--- src/rtl/result_bank_writer.sv ---
// Purpose: drops the first SKIP pixels of a frame, then writes the rest in raster order across NUM_BANKS banks.
// Latency: 1 cycle from an accepted pixel to its write strobe; done appears together with the last strobe.
// Backpressure: none; pixels arriving outside a frame are dropped and set the sticky overflow flag.
module result_bank_writer #(
    parameter int DATA_W     = 8,
    parameter int NUM_BANKS  = 8,
    parameter int BANK_DEPTH = 8192,
    parameter int SKIP       = 2
) (
    input  logic                          clk,
    input  logic                          rst,
    input  logic                          start,
    input  logic                          pix_valid,
    input  logic [DATA_W-1:0]             pix_in,
    output logic [NUM_BANKS-1:0]          wr_en,
    output logic [$clog2(BANK_DEPTH)-1:0] wr_addr,
    output logic [DATA_W-1:0]             wr_data,
    output logic                          busy,
    output logic                          done,
    output logic                          overflow
);

    localparam int ADDR_W = $clog2(BANK_DEPTH);
    localparam int TOTAL  = NUM_BANKS * BANK_DEPTH;
    localparam int K_W    = $clog2(TOTAL);
    localparam int SK_W   = (SKIP > 0) ? $clog2(SKIP + 1) : 1;

    localparam logic [K_W-1:0]  K_LAST  = K_W'(TOTAL - 1);
    localparam logic [SK_W-1:0] SK_LAST = SK_W'((SKIP > 0) ? SKIP - 1 : 0);

    typedef enum logic [1:0] {S_IDLE, S_ARM, S_WRITE, S_DONE} state_t;

    // With nothing to discard the frame starts writing straight away.
    localparam state_t FIRST_STATE = (SKIP > 0) ? S_ARM : S_WRITE;

    state_t                state, state_nxt;
    logic [K_W-1:0]        k, k_nxt;
    logic [SK_W-1:0]       sk, sk_nxt;

    logic [NUM_BANKS-1:0]  wr_en_nxt;
    logic [ADDR_W-1:0]     wr_addr_nxt;
    logic [DATA_W-1:0]     wr_data_nxt;
    logic                  busy_nxt;
    logic                  done_nxt;
    logic                  overflow_nxt;

    // State and counter registers.
    always_ff @(posedge clk) begin
        if (rst) begin
            state <= S_IDLE;
            k     <= '0;
            sk    <= '0;
        end else begin
            state <= state_nxt;
            k     <= k_nxt;
            sk    <= sk_nxt;
        end
    end

    // Next state: start is only honoured outside a frame; counters advance on valid pixels only.
    always_comb begin
        state_nxt = state;
        k_nxt     = k;
        sk_nxt    = sk;
        case (state)
            S_IDLE, S_DONE: begin
                if (start) begin
                    state_nxt = FIRST_STATE;
                    k_nxt     = '0;
                    sk_nxt    = '0;
                end
            end
            S_ARM: begin
                if (pix_valid) begin
                    sk_nxt = sk + 1'b1;
                    if (sk == SK_LAST) state_nxt = S_WRITE;
                end
            end
            S_WRITE: begin
                if (pix_valid) begin
                    // k wraps to 0 on the last pixel, but the move to DONE makes that harmless.
                    k_nxt = k + 1'b1;
                    if (k == K_LAST) state_nxt = S_DONE;
                end
            end
            default: state_nxt = S_IDLE;
        endcase
    end

    // Output values for the next cycle; busy/done follow the next state so they line up with the final strobe.
    always_comb begin
        wr_en_nxt    = '0;
        wr_addr_nxt  = wr_addr;
        wr_data_nxt  = wr_data;
        busy_nxt     = (state_nxt == S_ARM) || (state_nxt == S_WRITE);
        done_nxt     = (state_nxt == S_DONE);
        overflow_nxt = overflow;
        if (state == S_WRITE && pix_valid) begin
            // Upper counter bits pick the bank, lower bits are the in-bank address.
            wr_en_nxt   = NUM_BANKS'(1) << (k >> ADDR_W);
            wr_addr_nxt = k[ADDR_W-1:0];
            wr_data_nxt = pix_in;
        end
        if ((state == S_IDLE || state == S_DONE) && pix_valid && !start) begin
            overflow_nxt = 1'b1;
        end
    end

    // Output registers.
    always_ff @(posedge clk) begin
        if (rst) begin
            wr_en    <= '0;
            wr_addr  <= '0;
            wr_data  <= '0;
            busy     <= 1'b0;
            done     <= 1'b0;
            overflow <= 1'b0;
        end else begin
            wr_en    <= wr_en_nxt;
            wr_addr  <= wr_addr_nxt;
            wr_data  <= wr_data_nxt;
            busy     <= busy_nxt;
            done     <= done_nxt;
            overflow <= overflow_nxt;
        end
    end

endmodule

--- config.mk ---
export PLATFORM = sky130hd
export DESIGN_NAME = result_bank_writer
export DESIGN_NICKNAME = d
export VERILOG_FILES = /design/src/rtl/result_bank_writer.sv
export SDC_FILE = /design/constraint.sdc
export NUM_CORES = 1
export LEC_CHECK = 0
export ABC_AREA = 1
export CORE_UTILIZATION = 25
export DETAILED_ROUTE_END_ITERATION = 8
export SLEW_MARGIN = 10
export SYNTH_ARGS = -nofsm -noshare
export SYNTH_HDL_FRONTEND = slang
export SYNTH_SLANG_ARGS = --single-unit
--- constraint.sdc ---
create_clock -name clk -period 3.1 [get_ports clk]
set_clock_uncertainty 0.05 [all_clocks]
set_input_delay 0.31 -clock clk [delete_from_list [all_inputs] [get_ports clk]]
set_output_delay 0.31 -clock clk [all_outputs]
set_load 0.1 [all_outputs]
==> flow_results.org <==
** Synth
- By area the synthesized netlist is led by sky130_fd_sc_hd__dfxtp_1 (48%), sky130_fd_sc_hd__nor2_1 (8.6%), sky130_fd_sc_hd__o21ai_0 (5.8%).
- After synthesis, flip-flops and latches occupy 47.8% of the total area.
- Area share of fa/ha/maj cells after synthesis :: 2.88%
- Post-synthesis share of cell area spent on xor and xnor gates :: 0%
- Measured against the total synthesized area, the mux share comes to 0%.
- Synthesis produced a netlist with a net count of 298.
- The synthesized netlist devotes between 10% and 20% of its cell area to compound gates.
- Combined area of all synthesized cells :: 0.00218 mm2
- Post-synthesis register bit count :: 52
- After synthesis, the largest family of logic cells by area is simple AND/OR/NAND/NOR gates.
- The synthesized netlist devotes a little over a quarter of its cell area to simple gates.
- Cell type with the highest aggregate area in the netlist :: sky130_fd_sc_hd__dfxtp_1
- Gate Count Post-Synth :: about 280
- Yosys warns :: 0
- After synthesis, the largest area contributor takes up between 40% and 50% of total cell area.
- In this run the mean area of a mapped cell was a little under 8 um2.
- Unique cell type count in the Yosys netlist :: 30

** Drt
- Using the TritonRoute via totals, the vias-per-cell ratio works out to 4.41.
- The detail route stage leaves a number of antenna-violating nets equal to 0.
- For this run, the detailed router's first-pass iteration total came to 4.
- The detailed router finished its first iteration with 94 violations.
- Vias after detailed routing :: around 1900
- Number of design rule violations left after detail routing :: 0
- After detailed routing, the total wire length is 4630 um.
- In the final routed layout, each cell accounts on average for 10.8 um.

** Clocking
- Counting along the longest clock path gives a buffer depth of 2.
- Number of H-tree branching levels :: 2
- Post-CTS repair changed the size of 0 cells.
- The clock net in this run drives a total of 52 sinks.
- CTS tree :: done
- The cell sitting at the root of the clock tree is a sky130_fd_sc_hd__clkbuf_8.
- After clock tree synthesis, the setup repair step added 0 buffers.
- Hold_buf cts :: 0
- Clock-pin slew was measured on the worst setup and hold paths at 90 ps.
- Clock network latency to the later pin of the worst-skew pair :: ~300 ps
- Buffers inserted during clock tree synthesis total 5.

** Critical path
- Cell with the largest stage delay on the worst path :: sky130_fd_sc_hd__clkdlybuf4s50_1
- Data on the critical path is required at its endpoint by 2740 ps.
- Crit Path Category :: reg2out
- Cells along the critical path :: clkdlybuf4s50_1
- CP peak stage delay :: 1130 ps
- STA classifies the critical path endpoint as an output port.
- Bufs and invs on worst path :: 1
- STA classifies the critical path startpoint as a register.
- Data arrives at the worst endpoint at 1790 ps.
- Broken down by cell family, the worst path's largest delay share belongs to buffers and inverters.
- Maximum fanout encountered on the critical timing path :: 2

** Floorplan
- Starting Density :: 26.2%
- Die footprint :: 0.00908 mm2
- Die width :: approximately 95 um
- Measured along the y axis, the die boundary spans 95.3 um.
- Io pins :: 44
- Area inside the core boundary :: between 0.008 and 0.009 mm2
- Number of core rows :: 33

** Global routing
- The first global-routing pass estimated 7870 um of wire.
- Number of global-route vias before repair :: approximately 1700
- Total GRT Usage :: roughly 11%
- Antenna violations before repair :: 0
- The total overflow left after global routing is 0.
- Largest net degree at the start of global routing :: 34

** Min path
- The min-delay analysis places its worst path in the category reg2reg.

** Power
- Standby leakage power :: between 1 and 1.5 nW
- Dividing total power by cell area gives a power density of 493 mW/mm2.
- VDD sags by at most roughly 0.00024 V.

** Finish
- The filler cells instantiated in the layout total 875.
- Storage element area :: 0.00104 mm2
- Area of the multi-input gates :: roughly 960 um2
- Share of the core filled with cells in the final layout :: approximately a third
- Antenna fix cells :: 0
- After the last flow step, the layout net total stands at 340.
- Area grow syn2layout :: 28.8%
- Fraction of final layout cells with drive strength greater than 1 :: 11.5%

** Job
- The tool flagged a number of max-cap violations equal to 0.

** Outcome
- Outcome :: finished, final reports clean

** STA
- Final setup vio count :: 0
- Final number of max-transition violations :: 0
- In this run the tightest slew margin relative to its limit is 34.3%.
- Final sum of negative setup slack :: 0 ps
- Of the available clock period, the critical path in the final layout requires 69.3%.
- Derived from the worst setup path, the maximum achievable clock frequency is roughly 0.47 GHz.
- The worst path needs 2150 ps of the cycle, external delays included.
- Setup repair after global routing left no endpoint under its margin.
- The worst path meets setup with 951 ps of slack.
- The number of hold-slack violations in the final timing report is 0.
- At the pin with the least slew margin, the transition time is 983 ps.

** Placed design
- Buffers added on ports :: 43
- Worst setup timing slack at the placement stage :: 896 ps
- Once detailed placement completed, the half-perimeter wirelength came to 3480 um.
- At the end of routability-driven placement, the weighted congestion stood at 0.816.
==> routing by layer <==
| metal | track usage [%] | share of wire (%) | vias to the layer above |
|---|---|---|---|
| met5 | 0 | 0 | - |
| met4 | 4.55 | 1.9 | 0 |
| met3 | 2.23 | 3.7 | 5 |
| met2 | 17.5 | 44 | 32 |
| met1 | 14.5 | 50 | 860 |
| li1 | - | - | 991 |
==> per-stage QoR <==
stage          instances  hold slack, ps  power, W  instance area, um2
2_1_floorplan        281             402  0.000821                2180
3_3_place_gp         421             412  0.000861                2670
3_5_place_dp         421             414  0.000863                2670
4_1_cts              428             439   0.00140                2800
5_1_grt              428             464   0.00144                2800
6_report             428             431   0.00138                2800
==> final timing paths <==
kind,from,end,slack [ps],cells after the start
worst max register to register,state[0],busy,1190,9
worst max-delay path,wr_data[6],wr_data[6],950,1
worst min-delay path,overflow,overflow,430,2
worst min register to register,overflow,overflow,430,2
==> report_power, final <==
part / switching (W) / internal [W] / leakage, nW
sequential: 0.00000659 / 0.000679 / 0.420
combinational: 0.000110 / 0.0000517 / 0.614
clock: 0.000216 / 0.000318 / 0.0642
==> cells in the final DEF (no fill, tap or decap) <==
cell                               n
sky130_fd_sc_hd__dfxtp_1          52
sky130_fd_sc_hd__nor2_1           50
sky130_fd_sc_hd__nand2_1          33
sky130_fd_sc_hd__clkdlybuf4s50_1  32
sky130_fd_sc_hd__inv_1            30
sky130_fd_sc_hd__o21ai_0          25
sky130_fd_sc_hd__a21oi_1          21
sky130_fd_sc_hd__buf_4            12
sky130_fd_sc_hd__nand3_1          11
sky130_fd_sc_hd__nor3_1           11
sky130_fd_sc_hd__o21ai_1           7
sky130_fd_sc_hd__nor2_4            5
sky130_fd_sc_hd__nand2_2           5
sky130_fd_sc_hd__ha_1              5
sky130_fd_sc_hd__clkbuf_8          5
sky130_fd_sc_hd__inv_2             3
sky130_fd_sc_hd__nand4_1           2
sky130_fd_sc_hd__o211a_1           2
sky130_fd_sc_hd__bufinv_16         2
sky130_fd_sc_hd__a21oi_4           1
sky130_fd_sc_hd__nand3_4           1
sky130_fd_sc_hd__a31oi_1           1
sky130_fd_sc_hd__a211oi_1          1
sky130_fd_sc_hd__nand2_4           1
sky130_fd_sc_hd__nor3_2            1
sky130_fd_sc_hd__nand3_2           1
sky130_fd_sc_hd__nand3b_1          1
sky130_fd_sc_hd__a22oi_1           1
sky130_fd_sc_hd__clkinv_1          1
==> cell families after synthesis <==
| group | after synthesis |
|---|---|
| and+or+nand+nor | 122 |
| buffers and inverters | 43 |
| DFF | 52 |
| adders and majority gates | 5 |
| AOI/OAI and AO/OA | 59 |
==> registers in the layout, indices dropped and copies added (netlist names) <==
name      cells
wr_en         8
sk            2
wr_data       8
busy          1
overflow      1
done          1
state         2
k            16
wr_addr      13
==> synth_stat cells (all sizes together) <==
library cell and count:
o211a 2, a21oi 22, nand2 39, a22oi 1, a211oi 1, nor3 12, nor2 55, a31oi 1
ha 5, clkinv 1, nand3b 1, nand4 2, dfxtp 52, o21ai 32, nand3 13, inv 33
buf 6, clkbuf 3
==> area by class of cell <==
type	count	area share, %
Tap cell	105	4.69
Sequential cell	52	37.1
Timing Repair Buffer	44	14.6
Multi-Input combinational cell	186	34.4
Inverter	34	4.55
Clock inverter	2	2.14
Clock buffer	5	2.46
Note: power is estimated with default switching activity, not from simulation.
